<file path="src/rtl/lse_simd_pkg.sv">
// Shared definitions for the SIMD log-domain arithmetic blocks (the multiplier
// and the pipelined divider).
// Contents:
//   simd_mode_e     - lane partitioning of a 24-bit log-encoded operand
//   LSE_W .. LANE6_W, MAX_LANES - operand and lane geometry
//   lse_operand_t   - one captured input beat (operands + mode)
//   lse_result_t    - one result beat (difference, per-lane borrow, mode error)
package lse_simd_pkg;

  localparam int LSE_W     = 24;
  localparam int LANE12_W  = 12;
  localparam int LANE6_W   = 6;
  localparam int MAX_LANES = 4;

  typedef enum logic [1:0] {
    SIMD_1X24 = 2'b00,
    SIMD_2X12 = 2'b01,
    SIMD_4X6  = 2'b10,
    SIMD_RSVD = 2'b11
  } simd_mode_e;

  typedef struct packed {
    logic [LSE_W-1:0] a;
    logic [LSE_W-1:0] b;
    simd_mode_e       mode;
  } lse_operand_t;

  typedef struct packed {
    logic [LSE_W-1:0]     result;
    logic [MAX_LANES-1:0] borrow;
    logic                 mode_err;
  } lse_result_t;

endpackage

</file>
<file path="src/rtl/lse_sub_simd.sv">
// Combinational lane-split subtractor for log-domain division (A - B per lane).
// Ports:
//   i_operand_a   - minuend, 24 bits
//   i_operand_b   - subtrahend, 24 bits
//   i_simd_mode   - lane partitioning (1x24, 2x12, 4x6, reserved)
//   o_result      - per-lane difference (wrapped, or 0 on borrow when SAT_ZERO)
//   o_lane_borrow - bit k set when lane k has a < b; unused lanes read 0
//   o_mode_err    - reserved mode; result and borrow are forced to 0
module lse_sub_simd
  import lse_simd_pkg::*;
#(
  parameter bit SAT_ZERO = 1'b0
) (
  input  logic [LSE_W-1:0]     i_operand_a,
  input  logic [LSE_W-1:0]     i_operand_b,
  input  simd_mode_e           i_simd_mode,
  output logic [LSE_W-1:0]     o_result,
  output logic [MAX_LANES-1:0] o_lane_borrow,
  output logic                 o_mode_err
);

  // Every partitioning is computed in parallel with one extra bit per lane;
  // that top bit is the lane borrow, so nothing ever carries across lanes.
  logic [LSE_W:0]    diff24;
  logic [LANE12_W:0] diff12 [2];
  logic [LANE6_W:0]  diff6  [MAX_LANES];

  assign diff24 = {1'b0, i_operand_a} - {1'b0, i_operand_b};

  for (genvar k = 0; k < 2; k++) begin : g_lane12
    assign diff12[k] = {1'b0, i_operand_a[k*LANE12_W +: LANE12_W]}
                     - {1'b0, i_operand_b[k*LANE12_W +: LANE12_W]};
  end

  for (genvar k = 0; k < MAX_LANES; k++) begin : g_lane6
    assign diff6[k] = {1'b0, i_operand_a[k*LANE6_W +: LANE6_W]}
                    - {1'b0, i_operand_b[k*LANE6_W +: LANE6_W]};
  end

  always_comb begin
    // NOTE: every output gets a default before the case, so no path through
    // the block leaves a signal unassigned and no latch is inferred.
    o_result      = '0;
    o_lane_borrow = '0;
    o_mode_err    = 1'b0;
    case (i_simd_mode)
      SIMD_1X24: begin
        o_lane_borrow[0] = diff24[LSE_W];
        o_result         = (SAT_ZERO && diff24[LSE_W]) ? '0 : diff24[LSE_W-1:0];
      end
      SIMD_2X12: begin
        for (int k = 0; k < 2; k++) begin
          o_lane_borrow[k] = diff12[k][LANE12_W];
          o_result[k*LANE12_W +: LANE12_W] =
            (SAT_ZERO && diff12[k][LANE12_W]) ? '0 : diff12[k][LANE12_W-1:0];
        end
      end
      SIMD_4X6: begin
        for (int k = 0; k < MAX_LANES; k++) begin
          o_lane_borrow[k] = diff6[k][LANE6_W];
          o_result[k*LANE6_W +: LANE6_W] =
            (SAT_ZERO && diff6[k][LANE6_W]) ? '0 : diff6[k][LANE6_W-1:0];
        end
      end
      default: o_mode_err = 1'b1;
    endcase
  end

endmodule

</file>
<file path="src/rtl/lse_div_simd_pipe.sv">
// Streaming 2-stage SIMD log-domain divider with valid/ready handshaking.
// Stage 1 holds the captured operands and mode; stage 2 holds the result.
// Ports:
//   i_clk, i_rst_n         - clock, asynchronous active-low reset
//   i_valid / o_ready      - input beat handshake
//   i_operand_a/b, i_simd_mode - beat payload, captured together
//   o_valid / i_ready      - output beat handshake
//   o_result, o_lane_borrow, o_mode_err - result beat payload
// o_ready depends combinationally on i_ready; no other input reaches an output
// without passing through a register.
module lse_div_simd_pipe
  import lse_simd_pkg::*;
#(
  parameter bit SAT_ZERO = 1'b0
) (
  input  logic                 i_clk,
  input  logic                 i_rst_n,
  input  logic                 i_valid,
  output logic                 o_ready,
  input  logic [LSE_W-1:0]     i_operand_a,
  input  logic [LSE_W-1:0]     i_operand_b,
  input  logic [1:0]           i_simd_mode,
  output logic                 o_valid,
  input  logic                 i_ready,
  output logic [LSE_W-1:0]     o_result,
  output logic [MAX_LANES-1:0] o_lane_borrow,
  output logic                 o_mode_err
);

  lse_operand_t s1_q, s1_d;
  logic         s1_valid_q, s1_valid_d;
  lse_result_t  s2_q, s2_d;
  logic         s2_valid_q, s2_valid_d;
  lse_result_t  sub_res;
  logic         s1_advance;
  logic         s2_advance;

  lse_sub_simd #(
    .SAT_ZERO(SAT_ZERO)
  ) u_sub (
    .i_operand_a  (s1_q.a),
    .i_operand_b  (s1_q.b),
    .i_simd_mode  (s1_q.mode),
    .o_result     (sub_res.result),
    .o_lane_borrow(sub_res.borrow),
    .o_mode_err   (sub_res.mode_err)
  );

  // A stage may load when its current content is gone (empty or moving on).
  assign s2_advance = !s2_valid_q || i_ready;
  assign s1_advance = s2_advance || !s1_valid_q;
  assign o_ready    = !s1_valid_q || s1_advance;

  always_comb begin
    s1_valid_d = s1_valid_q;
    s1_d       = s1_q;
    s2_valid_d = s2_valid_q;
    s2_d       = s2_q;

    if (s1_advance) begin
      s1_valid_d = i_valid;
      if (i_valid) begin
        s1_d.a    = i_operand_a;
        s1_d.b    = i_operand_b;
        s1_d.mode = simd_mode_e'(i_simd_mode);
      end
    end

    // Payload is only reloaded with a real beat, so a held result never
    // changes while the consumer is stalling.
    if (s2_advance) begin
      s2_valid_d = s1_valid_q;
      if (s1_valid_q) s2_d = sub_res;
    end
  end

  // NOTE: state registers use non-blocking assignments so every flop samples
  // the pre-edge value of its neighbours, independent of statement order.
  // NOTE: payload registers are reset as well as the valid bits, so the result
  // outputs read 0 out of reset instead of X.
  always_ff @(posedge i_clk or negedge i_rst_n) begin
    if (!i_rst_n) begin
      s1_valid_q <= 1'b0;
      s1_q       <= '0;
      s2_valid_q <= 1'b0;
      s2_q       <= '0;
    end else begin
      s1_valid_q <= s1_valid_d;
      s1_q       <= s1_d;
      s2_valid_q <= s2_valid_d;
      s2_q       <= s2_d;
    end
  end

  assign o_valid       = s2_valid_q;
  assign o_result      = s2_q.result;
  assign o_lane_borrow = s2_q.borrow;
  assign o_mode_err    = s2_q.mode_err;

endmodule

</file>
<file path="config.mk">
export PLATFORM = sky130hd
export DESIGN_NAME = lse_div_simd_pipe
export DESIGN_NICKNAME = d
export VERILOG_FILES = /design/src/rtl/lse_simd_pkg.sv /design/src/rtl/lse_sub_simd.sv /design/src/rtl/lse_div_simd_pipe.sv
export SDC_FILE = /design/constraint.sdc
export NUM_CORES = 1
export LEC_CHECK = 0
export BUFFER_PORTS_ARGS = -buffer_cell sky130_fd_sc_hd__buf_2
export CAP_MARGIN = 20
export CORE_MARGIN = 5
export CORE_UTILIZATION = 50
export DETAILED_ROUTE_END_ITERATION = 10
export PLACE_DENSITY = 0.69
export SLEW_MARGIN = 20
export SYNTH_ARGS = -nofsm -noshare
export SYNTH_HDL_FRONTEND = slang
export SYNTH_SLANG_ARGS = --single-unit
</file>
<file path="constraint.sdc">
create_clock -name i_clk -period 4.43 [get_ports i_clk]
set_clock_uncertainty 0.2 [all_clocks]
set_input_delay 0.886 -clock i_clk [delete_from_list [all_inputs] [get_ports i_clk]]
set_output_delay 0.886 -clock i_clk [all_outputs]
set_load 0.1 [all_outputs]
</file>
==> reports/metrics.yaml, run 1 <==
fin_ws_ns: 1.409
grt_pass1_vias: 4259
dieArea_sq_um: 12500
finalSetupViolations: 0
max_freq_mhz: 331.0
clock_latency_ns: 0.37
finalWirelength_um: 13340
status: "finished, final reports clean"
drc: 0
timing.hold.ws_ns: 0.2813
setup_tns_ns: 0
crit_arrival_ns: 1.94
p_leak_nw: 2.751
initial_utilization: 0.5064
yosys.area.top_type: "dfrtp_1"
syn-num-nets: 627
clockRootBuffer: "clkbuf_8"
p_sw_frac: 0.5074
synth_top_area_share: 0.3912
min_period_ns: 3.021
peakVddDrop_mv: 0.5508
hold_viol: 0
syn_area_sq_um: 5181
num_antenna_cells: 0
crit_start: "i_ready"
syn_avg_cell_area_sq_um: 9.631
crit_fanout: 9
power.switching_mw: 1.886
nets: 695
rsz0062_at_grt: "no"
power_mw: 3.717
crit_required_ns: 3.34
synth_area_leaders: "dfrtp_1, mux2_2, ha_1"
synth_top_family_by_area: "compound AO/OA/AOI/OAI gates"
chipHeight_um: 111.8
finalCritPeriodShare: 0.6820
hp-start: "o_result[0]"
firstDrtPassIters: 6
synth-compound-area-share: 0.2072
synthAdderAreaFrac: 0.09032
critPathCaptureType: "output port"
clk_pin_slew_ns: 0.08
post_cts_resized: 0
p_per_area_nw_per_um2: 628.2
synth_mux_area_frac: 0.1147
synthSimpleGateAreaFrac: 0.1140
seq_area_frac_synth: 0.3912
synth_common_cells: "dfrtp_1, nand2_1, mux2_2"
p_seq_frac: 0.275
relSlewSlack: 0.2536
numCtsBuffers: 9
grtUsageTotal: 0.2203
worst_slew_pin_slew_ns: 1.111
die_w_um: 111.8
synth_edf_count: 0
holdBufCountCts: 0
drt_iter0_markers: 243
cts.sinks: 81
cap_viol_max_count: 0
antenna_found_initial: 0
antenna_left: 0
vias: 4368
synthCells: 538
htree_levels: 3
dp_slack_ns: 1.144
fp.coreArea_sq_um: 10230
startpoint_type: "primary input"
port_buffers: 84
synth_cell_type_count: 61
postCtsSetupBuffers: 0
tritoncts: "built"
yosys_warnings: 0
min_path_type: "flop to flop"
rows: 37
pwr-share-comb: 0.540
synth_ff_type: "dfrtp_1"
finalWeightedCongestion: 0.9095
drive_gt1_frac: 0.2684
grt_pass1_wl_um: 22240
slew_violations: 0
cts_max_path_buffers: 2
ys_ff_latch: 81
p_int_mw: 1.831
post-synth-top-count-cell: "dfrtp_1"
path_class: "primary input to output port"
area_delta_synth_final_pct: 14.20
overflow: 0
synth-xor-area-share: 0.02705
vias_per_cell: 5.847
grt_max_degree: 82
ios: 85
r2r_start: "s1_q[2]"
p_clk_frac: 0.185
dp_hpwl_um: 9943
wire_per_inst_um: 17.86
synthArstFlopShare: 1.000
final cells by class:
cell class / instances / area, sq um
Clock inverter: 6 / 113.9
Timing Repair Buffer: 87 / 449.2
Inverter: 40 / 150.1
Multi-Input combinational cell: 387 / 2869
Fill cell: 922 / 4314
Clock buffer: 10 / 137.6
Tap cell: 136 / 170.2
Sequential cell: 81 / 2027
cell families after synthesis:
logic type,after synthesis
muxes,53
DFF,81
buffers and inverters,70
AOI/OAI and AO/OA,157
xor gates and xnor gates,16
adders and majority gates,35
and+or+nand+nor,126
placed cells by master (no fill, tap or decap), types with 4 or more instances in the layout:
cell	count
clkbuf_8	10
a21oi_1	37
nand2b_1	7
nor2_1	20
nand4_1	9
inv_1	40
a22oi_1	6
o31ai_1	4
mux2_2	51
xor2_1	7
nor2b_1	4
nor3_1	9
a21o_1	8
buf_2	83
nand2_1	54
a31oi_1	7
nand3_1	6
ha_1	31
xnor2_1	9
dfrtp_1	81
o21ai_0	38
o21a_1	8
fa_1	4
o221ai_1	5
flip-flops by register name, indices dropped and copies added (netlist names):
signal,count
s1_q,50
o_result,24
o_lane_borrow,4
o_mode_err,1
o_valid,1
s1_valid_q,1
power by group through the flow:
stage	Combinational [mW]	Clock, mW	Sequential [mW]
floorplan	0.858	0	1.76
global placement	1.97	0	1.03
detailed placement	1.99	0	1.04
CTS	2.00	0.697	1.02
global route	2.14	0.732	1.04
finish	2.01	0.689	1.02
worst paths after layout:
path                                end  slack (ns)  cells after the start
setup / recovery                o_ready        1.41                      4
hold / removal              o_result[0]        0.28                      2
setup reg to reg           o_result[22]        1.55                      8
hold reg to reg             o_result[0]        0.28                      2
max in group asynchronous      s1_q[20]        3.18                      1
min in group asynchronous      s1_q[10]        0.36                      1
metal layers:
metal	GRT usage	up-vias	wire (um)	share of wire
met5	0	-	0	0
li1	-	2079	-	-
met1	0.3254	2122	6393	0.48
met4	0.05921	0	126	0.0094
met3	0.03967	12	820	0.061
met2	0.3337	155	6002	0.45
stage by stage:
stage / util / std cells / instance area [sq um]
after floorplan: - / 538 / 5181
after global placement: 0.5534 / 731 / 5662
after detailed placement: 0.5534 / 731 / 5662
after CTS: 0.5780 / 747 / 5913
after global routing: 0.5783 / 747 / 5917
final: 0.5783 / 747 / 5917
critical path: stages:
cell	delay (ns)
buf_2	0.09
nor2b_1	0.42
nand2_1	0.20
buf_2	0.33
No activity file was read; power rests on OpenSTA's default activity.
==> run 2: changes to the inputs <==
- clock period: 4.43 -> 3.2 ns (I/O delays scaled with it)
==> reports/metrics.yaml, run 2 (synthesis results as in run 1) <==
power.switching_mw: 2.619
min_period_ns: 2.815
grt_pass1_wl_um: 22360
slowest_stage: "a2111o_1"
wire_per_inst_um: 18.10
drive_gt1_frac: 0.2760
setup_tns_ns: 0
startpoint_type: "flop"
rsz0062_at_grt: "no"
post_cts_resized: 0
vias: 4405
p_int_mw: 2.490
die_w_um: 111.8
ios: 85
max_freq_mhz: 355.2
chipHeight_um: 111.8
peakVddDrop_mv: 0.7694
relSlewSlack: 0.4029
largest_reg_flops: 50
p_sw_frac: 0.5126
clockRootBuffer: "clkbuf_8"
largest_register: "s1_q"
port_buffers: 84
pwr-share-comb: 0.547
p_clk_frac: 0.176
drc: 0
layout_common_cells: "buf_2, dfrtp_1, nand2_1"
p_per_area_nw_per_um2: 856.9
overflow: 0
area_delta_synth_final_pct: 15.07
final_common_cell: "buf_2"
cts_max_path_buffers: 2
fin_ws_ns: 0.3850
slew_violations: 0
num_antenna_cells: 0
p_seq_frac: 0.277
crit_arrival_ns: 2.87
dp_hpwl_um: 10440
crit_fanout: 5
htree_levels: 3
finalCritPeriodShare: 0.8797
critPathCaptureType: "flop"
crit_required_ns: 3.26
critical_path.cell_chain: "ha_1 > fa_1 > nor2b_1 > o2111ai_1 > a211oi_2 > a311oi_2 > a2111o_1 > o311ai_0"
finalWeightedCongestion: 0.9139
grt_max_degree: 46
vias_per_cell: 5.858
numCtsBuffers: 9
initial_utilization: 0.5064
clock_latency_ns: 0.38
power_mw: 5.109
antenna_left: 0
dp_slack_ns: 0.4191
holdBufCountCts: 0
antenna_found_initial: 0
status: "finished, final reports clean"
grtUsageTotal: 0.2224
nets: 700
final_util: 0.5827
postCtsSetupBuffers: 0
p_leak_nw: 2.780
rows: 37
finalWirelength_um: 13610
clk_pin_slew_ns: 0.09
drt_iter0_markers: 268
dieArea_sq_um: 12500
hold_viol: 0
fp.coreArea_sq_um: 10230
path_class: "flop to flop"
cts.sinks: 81
cap_viol_max_count: 0
max_stage_delay_ns: 0.46
finalSetupViolations: 0
min_path_type: "primary input to asynchronous set/reset pin"
tritoncts: "built"
firstDrtPassIters: 5
worst_slew_pin_slew_ns: 0.8938
grt_pass1_vias: 4444
-- run 2: stage by stage --
step / instances / hold WS [ns] / cell area [sq um]
after floorplan: 538 / 0.1444 / 5182
after global placement: 736 / 0.2610 / 5725
after detailed placement: 736 / 0.2704 / 5725
after CTS: 752 / 0.08635 / 5962
after global routing: 752 / 0.1222 / 5962
final: 752 / 0.06953 / 5962
-- run 2: power groups by stage --
| stage | clock network, mW | registers [mW] | logic (mW) |
|---|---|---|---|
| after floorplan | 0 | 2.43 | 1.19 |
| after global placement | 0 | 1.43 | 2.74 |
| after detailed placement | 0 | 1.44 | 2.77 |
| after CTS | 0.911 | 1.42 | 2.78 |
| after global routing | 0.954 | 1.45 | 2.98 |
| final | 0.897 | 1.42 | 2.79 |
-- run 2: critical path, delay by kind of cell (launching register included) --
| kind | cells | cell delay [ns] |
|---|---|---|
| flip-flops | 1 | 0.39 |
| AND/OR/NAND/NOR | 1 | 0.16 |
| adder cells (fa/ha/maj) | 2 | 0.65 |
| AO/OA/AOI/OAI | 5 | 1.30 |
-- run 2: area by class of cell --
cell class / instances / area, sq um
fillers: 933 / 4269
multi-input cells: 387 / 2869
flip-flops and latches: 81 / 2028
repair buffers: 92 / 508.0
well taps: 136 / 170.2
clock buffers: 11 / 151.4
inverters: 40 / 150.1
clock inverters: 5 / 85.08
-- run 2: path summary, 6_finish.rpt --
kind	to	slack, ns	start	depth (start not counted)
max	o_result[22]	0.38	s1_q[2]	8
min	s1_q[10]	0.07	i_rst_n	1
max reg2reg	o_result[22]	0.38	s1_q[2]	8
min reg2reg	o_lane_borrow[3]	0.28	o_lane_borrow[3]	2
max in group asynchronous	o_lane_borrow[0]	2.11	i_rst_n	2
min in group i_clk	s1_valid_q	0.27	i_valid	2
-- run 2: per-layer routing --
metal,share of wire,up-vias,routed length (um),track usage
met5,0,-,0,0
li1,-,2085,-,-
met4,0.024,0,327,0.09165
met1,0.46,2122,6326,0.3066
met3,0.062,30,840,0.04185
met2,0.45,168,6119,0.3449
